**src/rtl/ripple_count_monitor.sv**
```systemverilog
// ripple_count_monitor
//
// Samples the free-running output of a ripple counter, rejects the glitches
// it shows while its bits settle, and once per window emits how many counts
// went by since the previous window.
//
// Parameters:
//   WIDTH          width of the sampled count and of DELTA
//   STABLE_CYCLES  equal synchronised samples needed before FILT_COUNT moves (>=1)
//   PERIOD         window length in CLK cycles (>=2)
//
// Ports:
//   CLK         single clock, rising-edge
//   CLR         synchronous active-high reset, highest priority
//   COUNT_IN    ripple counter output, asynchronous to CLK
//   READY       downstream accepts DELTA when high together with VALID
//   VALID       DELTA holds an unconsumed result
//   DELTA       counts elapsed over the last window, modulo 2^WIDTH
//   FILT_COUNT  current deglitched count
//   OVERRUN     sticky: a window result was dropped under backpressure
//
// All outputs come straight from registers.
module ripple_count_monitor #(
    parameter int WIDTH         = 4,
    parameter int STABLE_CYCLES = 2,
    parameter int PERIOD        = 16
) (
    input  logic             CLK,
    input  logic             CLR,
    input  logic [WIDTH-1:0] COUNT_IN,
    input  logic             READY,
    output logic             VALID,
    output logic [WIDTH-1:0] DELTA,
    output logic [WIDTH-1:0] FILT_COUNT,
    output logic             OVERRUN
);

    localparam int EQ_W  = $clog2(STABLE_CYCLES + 1);
    localparam int TMR_W = $clog2(PERIOD);

    localparam logic [EQ_W-1:0]  EQ_MAX   = EQ_W'(STABLE_CYCLES);
    localparam logic [EQ_W-1:0]  EQ_THR   = EQ_W'(STABLE_CYCLES - 1);
    localparam logic [TMR_W-1:0] TMR_LAST = TMR_W'(PERIOD - 1);

    typedef enum logic {
        ST_FIRST,
        ST_RUN
    } state_t;

    // ------------------------------------------------------------------
    // Synchroniser and deglitch filter
    // ------------------------------------------------------------------
    logic [WIDTH-1:0] q1_reg;
    logic [WIDTH-1:0] q2_reg;
    logic [EQ_W-1:0]  eq_cnt_reg;
    logic [WIDTH-1:0] filt_reg;
    logic             samples_equal;

    assign samples_equal = (q1_reg == q2_reg);

    always_ff @(posedge CLK) begin
        if (CLR) begin
            q1_reg     <= '0;
            q2_reg     <= '0;
            eq_cnt_reg <= '0;
            filt_reg   <= '0;
        end else begin
            q1_reg <= COUNT_IN;
            q2_reg <= q1_reg;
            if (samples_equal) begin
                if (eq_cnt_reg != EQ_MAX) begin
                    eq_cnt_reg <= eq_cnt_reg + 1'b1;
                end
                // The pre-edge eq_cnt already counts the earlier equal
                // edges, so this edge completes the run of STABLE_CYCLES.
                if (eq_cnt_reg >= EQ_THR) begin
                    filt_reg <= q2_reg;
                end
            end else begin
                eq_cnt_reg <= '0;
            end
        end
    end

    // ------------------------------------------------------------------
    // Window timer
    // ------------------------------------------------------------------
    logic [TMR_W-1:0] timer_reg;
    logic             tick;

    assign tick = (timer_reg == TMR_LAST);

    always_ff @(posedge CLK) begin
        if (CLR) begin
            timer_reg <= '0;
        end else if (tick) begin
            timer_reg <= '0;
        end else begin
            timer_reg <= timer_reg + 1'b1;
        end
    end

    // ------------------------------------------------------------------
    // Window state machine and output slot
    // ------------------------------------------------------------------
    state_t           state_reg,    state_next;
    logic [WIDTH-1:0] baseline_reg, baseline_next;
    logic [WIDTH-1:0] delta_reg,    delta_next;
    logic             valid_reg,    valid_next;
    logic             overrun_reg,  overrun_next;
    logic [WIDTH-1:0] result;
    logic             accept;

    // Uses the pre-edge filtered count; a filter update on the tick edge
    // lands in the following window. Unsigned wrap gives the modulo.
    assign result = filt_reg - baseline_reg;
    assign accept = valid_reg && READY;

    always_ff @(posedge CLK) begin
        if (CLR) begin
            state_reg    <= ST_FIRST;
            baseline_reg <= '0;
            delta_reg    <= '0;
            valid_reg    <= 1'b0;
            overrun_reg  <= 1'b0;
        end else begin
            state_reg    <= state_next;
            baseline_reg <= baseline_next;
            delta_reg    <= delta_next;
            valid_reg    <= valid_next;
            overrun_reg  <= overrun_next;
        end
    end

    always_comb begin
        state_next    = state_reg;
        baseline_next = baseline_reg;
        delta_next    = delta_reg;
        valid_next    = valid_reg;
        overrun_next  = overrun_reg;

        if (accept) begin
            valid_next = 1'b0;
        end

        if (tick) begin
            case (state_reg)
                ST_FIRST: begin
                    // No previous window yet: just record the starting point.
                    baseline_next = filt_reg;
                    state_next    = ST_RUN;
                end
                ST_RUN: begin
                    // Baseline advances even when the result is dropped so
                    // the next window still measures only its own counts.
                    baseline_next = filt_reg;
                    if (!valid_reg || accept) begin
                        delta_next = result;
                        valid_next = 1'b1;
                    end else begin
                        overrun_next = 1'b1;
                    end
                end
                default: begin
                    state_next = ST_FIRST;
                end
            endcase
        end
    end

    assign VALID      = valid_reg;
    assign DELTA      = delta_reg;
    assign FILT_COUNT = filt_reg;
    assign OVERRUN    = overrun_reg;

endmodule

```
**config.mk**
```make
export PLATFORM = sky130hd
export DESIGN_NAME = ripple_count_monitor
export DESIGN_NICKNAME = d
export VERILOG_FILES = /design/src/rtl/ripple_count_monitor.sv
export SDC_FILE = /design/constraint.sdc
export NUM_CORES = 1
export LEC_CHECK = 0
export ABC_AREA = 0
export BUFFER_PORTS_ARGS = -buffer_cell sky130_fd_sc_hd__buf_2
export CAP_MARGIN = 15
export CORE_MARGIN = 10
export CORE_UTILIZATION = 59
export CTS_CLUSTER_DIAMETER = 40
export CTS_CLUSTER_SIZE = 25
export DETAILED_ROUTE_END_ITERATION = 10
export PLACE_DENSITY_LB_ADDON = 0.05
export SYNTH_ARGS = -nofsm -noshare
export SYNTH_HDL_FRONTEND = slang
export SYNTH_SLANG_ARGS = --single-unit
export TNS_END_PERCENT = 30
```
**constraint.sdc**
```tcl
create_clock -name CLK -period 3.4 [get_ports CLK]
set_input_delay 0.51 -clock CLK [delete_from_list [all_inputs] [get_ports CLK]]
set_output_delay 0.51 -clock CLK [all_outputs]
set_load 0.02 [all_outputs]
```
==> metrics.md <==
| Metric | Value |
|---|---|
| Synthesized flop and latch total | `29` |
| Fmax | `571 MHz` |
| Worst Max-Slew Pin Slew | `between 400 and 500 ps` |
| Fin Setup TNS | `0 ps` |
| Die H | `65.2 microns` |
| Cell Rows | `16` |
| Setup ws final | `between 1500 and 2000 ps` |
| Drt total wl | `1.99 mm` |
| Worst ir drop on vdd | `0.423 mV` |
| Final slew viol count | `0` |
| Simple-gate share of the synthesized area | `20.5%` |
| Port buffer count | `16` |
| Number of max-cap violations | `0` |
| Final Hold Fails | `0` |
| Seq/Total Area, Yosys | `48.1%` |
| XOR/XNOR Fraction of Synth Area | `6.54%` |
| Worst setup EP type | `flop` |
| Hold crit path type | `input port to flop` |
| Min-delay src | `COUNT_IN[3]` |
| Overflow after GRT | `0` |
| Cell count after placement | `163` |
| Iter 0 DRT Violations | `15` |
| Final ANT Viol Nets | `0` |
| Die X | `65.2 microns` |
| Status | `finished clean` |
| Inserted Clock Buffers | `5` |
| Static leakage | `0.000545 uW` |
| Total Power | `650 uW` |
| Mapped Nets | `between 100 and 150` |
| WS Path Type | `flop to flop` |
| Drt first pass iters | `5` |
| Yosys cell types | `29` |
| Clk slew on worst S/H paths | `90 ps` |
| Starting Density | `61.5%` |
| Synthesis warning total | `0` |
| Routed WL per cell | `approximately 12 microns` |
| H-tree levels | `2` |
| Vias post-DR | `834` |
| Worst Path Max Fanout | `8` |
| CTS Sinks | `29` |
| Register area | `581 sq um` |
| Final Critical Period | `1750 ps` |
| Syn avg cell area | `a little under 10 sq um` |
| Post-cts gate resize count | `0` |
| Vias in the first global route | `approximately 850` |
| Drt via density | `just under 5` |
| Worst-Skew Late Latency | `~320 ps` |
| Die footprint | `4250 sq um` |
| Nature of the critical path startpoint | `flop` |
| Pre-CTS setup slack | `between 1500 and 2000 ps` |
| Max_slew headroom | `between 70% and 80%` |
| Clock skew | `9.57 ps` |
| Layout cell share with drive strength beyond 1 | `about a fifth` |
| R2R Path Start | `timer_reg[0]$_SDFF_PP0_` |
| Post-DP HPWL | `about 1.5 mm` |
| Mapped cell area | `1210 sq um` |
| Total GRT Usage | `a little over a tenth` |
| Core area | `1960 sq um` |
| First-pass GRT wire length | `3.51 mm` |
| Final Setup Violations | `0` |
| Largest family of logic cells by synthesized area | `simple AND/OR/NAND/NOR gates` |
| CP Data Required Time | `3600 ps` |
| Post-synthesis cell count | `125` |
| Pin count of the biggest net entering global routing | `23` |
| Clock Tree Root | `clkbuf_4` |
| Routability cong. | `a little under 0.8` |
| Post CTS Setup Buffer Count | `0` |
| CTS tree | `done` |
| Synth Area in Compound Gates | `6.95%` |
| Area share of fa/ha/maj cells after synthesis | `just under 8%` |
| Longest Clk Path Bufs | `2` |
| Tcrit/Tclk final | `51.5%` |
| Hold-fix buffers at CTS | `0` |
| Area delta synth->final | `13.0%` |
| Mux contribution to synthesized area | `4.98%` |
| DRC viols | `0` |
| Number of I/O pins | `17` |
| # fillers | `approximately 180` |
| # nets final | `157` |
| RSZ-0062 raised after global routing | `false` |
| Initial antenna violation count | `0` |
| Area of the multi-input gates | `roughly 570 sq um` |
| Finished Layout Cells | `170` |
| Diode count | `0` |
| Critical Path Source | `timer_reg[0]$_SDFF_PP0_` |
| Data arrival time of the worst path | `1960 ps` |
| P per Cell Area | `477 nW/um^2` |
==> power by group <==
group	switching [uW]	total (uW)	internal [uW]
clock	111	261	150
combinational	18.8	34.4	15.6
sequential	6.69	355	348
==> cells in the mapped netlist, drive strengths merged <==
library cell / n / share of area (%)
a211oi: 2 / 2.1
a21oi: 8 / 3.3
and3: 3 / 1.6
buf: 3 / 1.9
clkbuf: 2 / 0.62
dfxtp: 29 / 48
fa: 1 / 1.7
ha: 6 / 6.2
inv: 8 / 2.5
mux2i: 6 / 5.0
nand2: 21 / 6.5
nand2b: 1 / 0.52
nand3: 1 / 0.41
nand3b: 1 / 0.62
nand4b: 1 / 0.73
nor2: 9 / 3.2
nor2b: 8 / 4.1
nor3: 1 / 0.41
nor4: 1 / 1.8
o21a: 1 / 0.62
o21ai: 1 / 0.41
o22ai: 1 / 0.52
or4: 1 / 0.62
xnor2: 6 / 4.4
xor2: 3 / 2.2
==> layer usage <==
metal  GRT usage, %  part of all wire, %  routed length, microns  vias up
met5              0                    0                       0        -
met4           9.63                  3.2                      64        0
met2           16.1                   47                     930       19
met3           6.44                  7.4                     146        6
met1           10.6                   42                     843      366
li1               -                    -                       -      443
==> worst max-delay path, cell delays in order (launching register included) <==
cell     delay, ps
dfxtp_1        380
ha_1           240
and3_1         330
and3_1         400
mux2i_1        230
nor2_1          50
==> logic make-up (layout without fill, tap and decap cells) <==
group | after synthesis | count (layout)
xor gates and xnor gates | 9 | 9
and+or+nand+nor | 48 | 48
DFF | 29 | 29
buffers and inverters | 13 | 31
AOI/OAI and AO/OA | 13 | 13
adders and majority gates | 7 | 7
muxes | 6 | 6
==> path summary, 6_finish.rpt <==
check / endpoint / slack [ps] / cells after the start
setup / recovery: DELTA[1]$_SDFFE_PP0P_ / 1650 / 5
hold / removal: q1_reg[3]$_SDFF_PP0_ / 390 / 2
setup reg to reg: DELTA[1]$_SDFFE_PP0P_ / 1650 / 5
hold reg to reg: OVERRUN$_SDFFE_PP0P_ / 460 / 1
==> per-stage QoR <==
step	hold WS [ps]	area [sq um]	util (%)
finish	386	1360	69.5
global route	373	1360	69.5
CTS	363	1360	69.5
detailed placement	449	1290	65.8
global placement	444	1290	65.8
floorplan	436	1210	-
==> layout by cell type, fill, tap and decap left out <==
| master | instances |
|---|---|
| dfxtp_1 | 29 |
| xor2_1 | 3 |
| nor2_2 | 2 |
| or4_1 | 1 |
| inv_1 | 7 |
| and3_1 | 3 |
| o21a_1 | 1 |
| nand3_1 | 1 |
| nand2b_1 | 1 |
| a211oi_2 | 2 |
| nand2_1 | 21 |
| o21ai_1 | 1 |
| nor2_1 | 7 |
| nor4_4 | 1 |
| a21oi_1 | 8 |
| nand4b_1 | 1 |
| clkinv_2 | 1 |
| nor3_1 | 1 |
| clkbuf_4 | 5 |
| bufinv_16 | 1 |
| mux2i_1 | 6 |
| nand3b_1 | 1 |
| buf_2 | 16 |
| o22ai_1 | 1 |
| ha_1 | 6 |
| fa_1 | 1 |
| xnor2_1 | 6 |
| nor2b_1 | 8 |
| inv_2 | 1 |
==> area by class of cell <==
class                           instances  area share (%)
Sequential cell                        29            42.6
Multi-Input combinational cell         83            41.5
Timing Repair Buffer                   16            5.88
Clock buffer                            5            2.75
Clock inverter                          2            2.57
Tap cell                               27            2.48
Inverter                                8            2.20
Note: power is estimated with default switching activity, not from simulation.
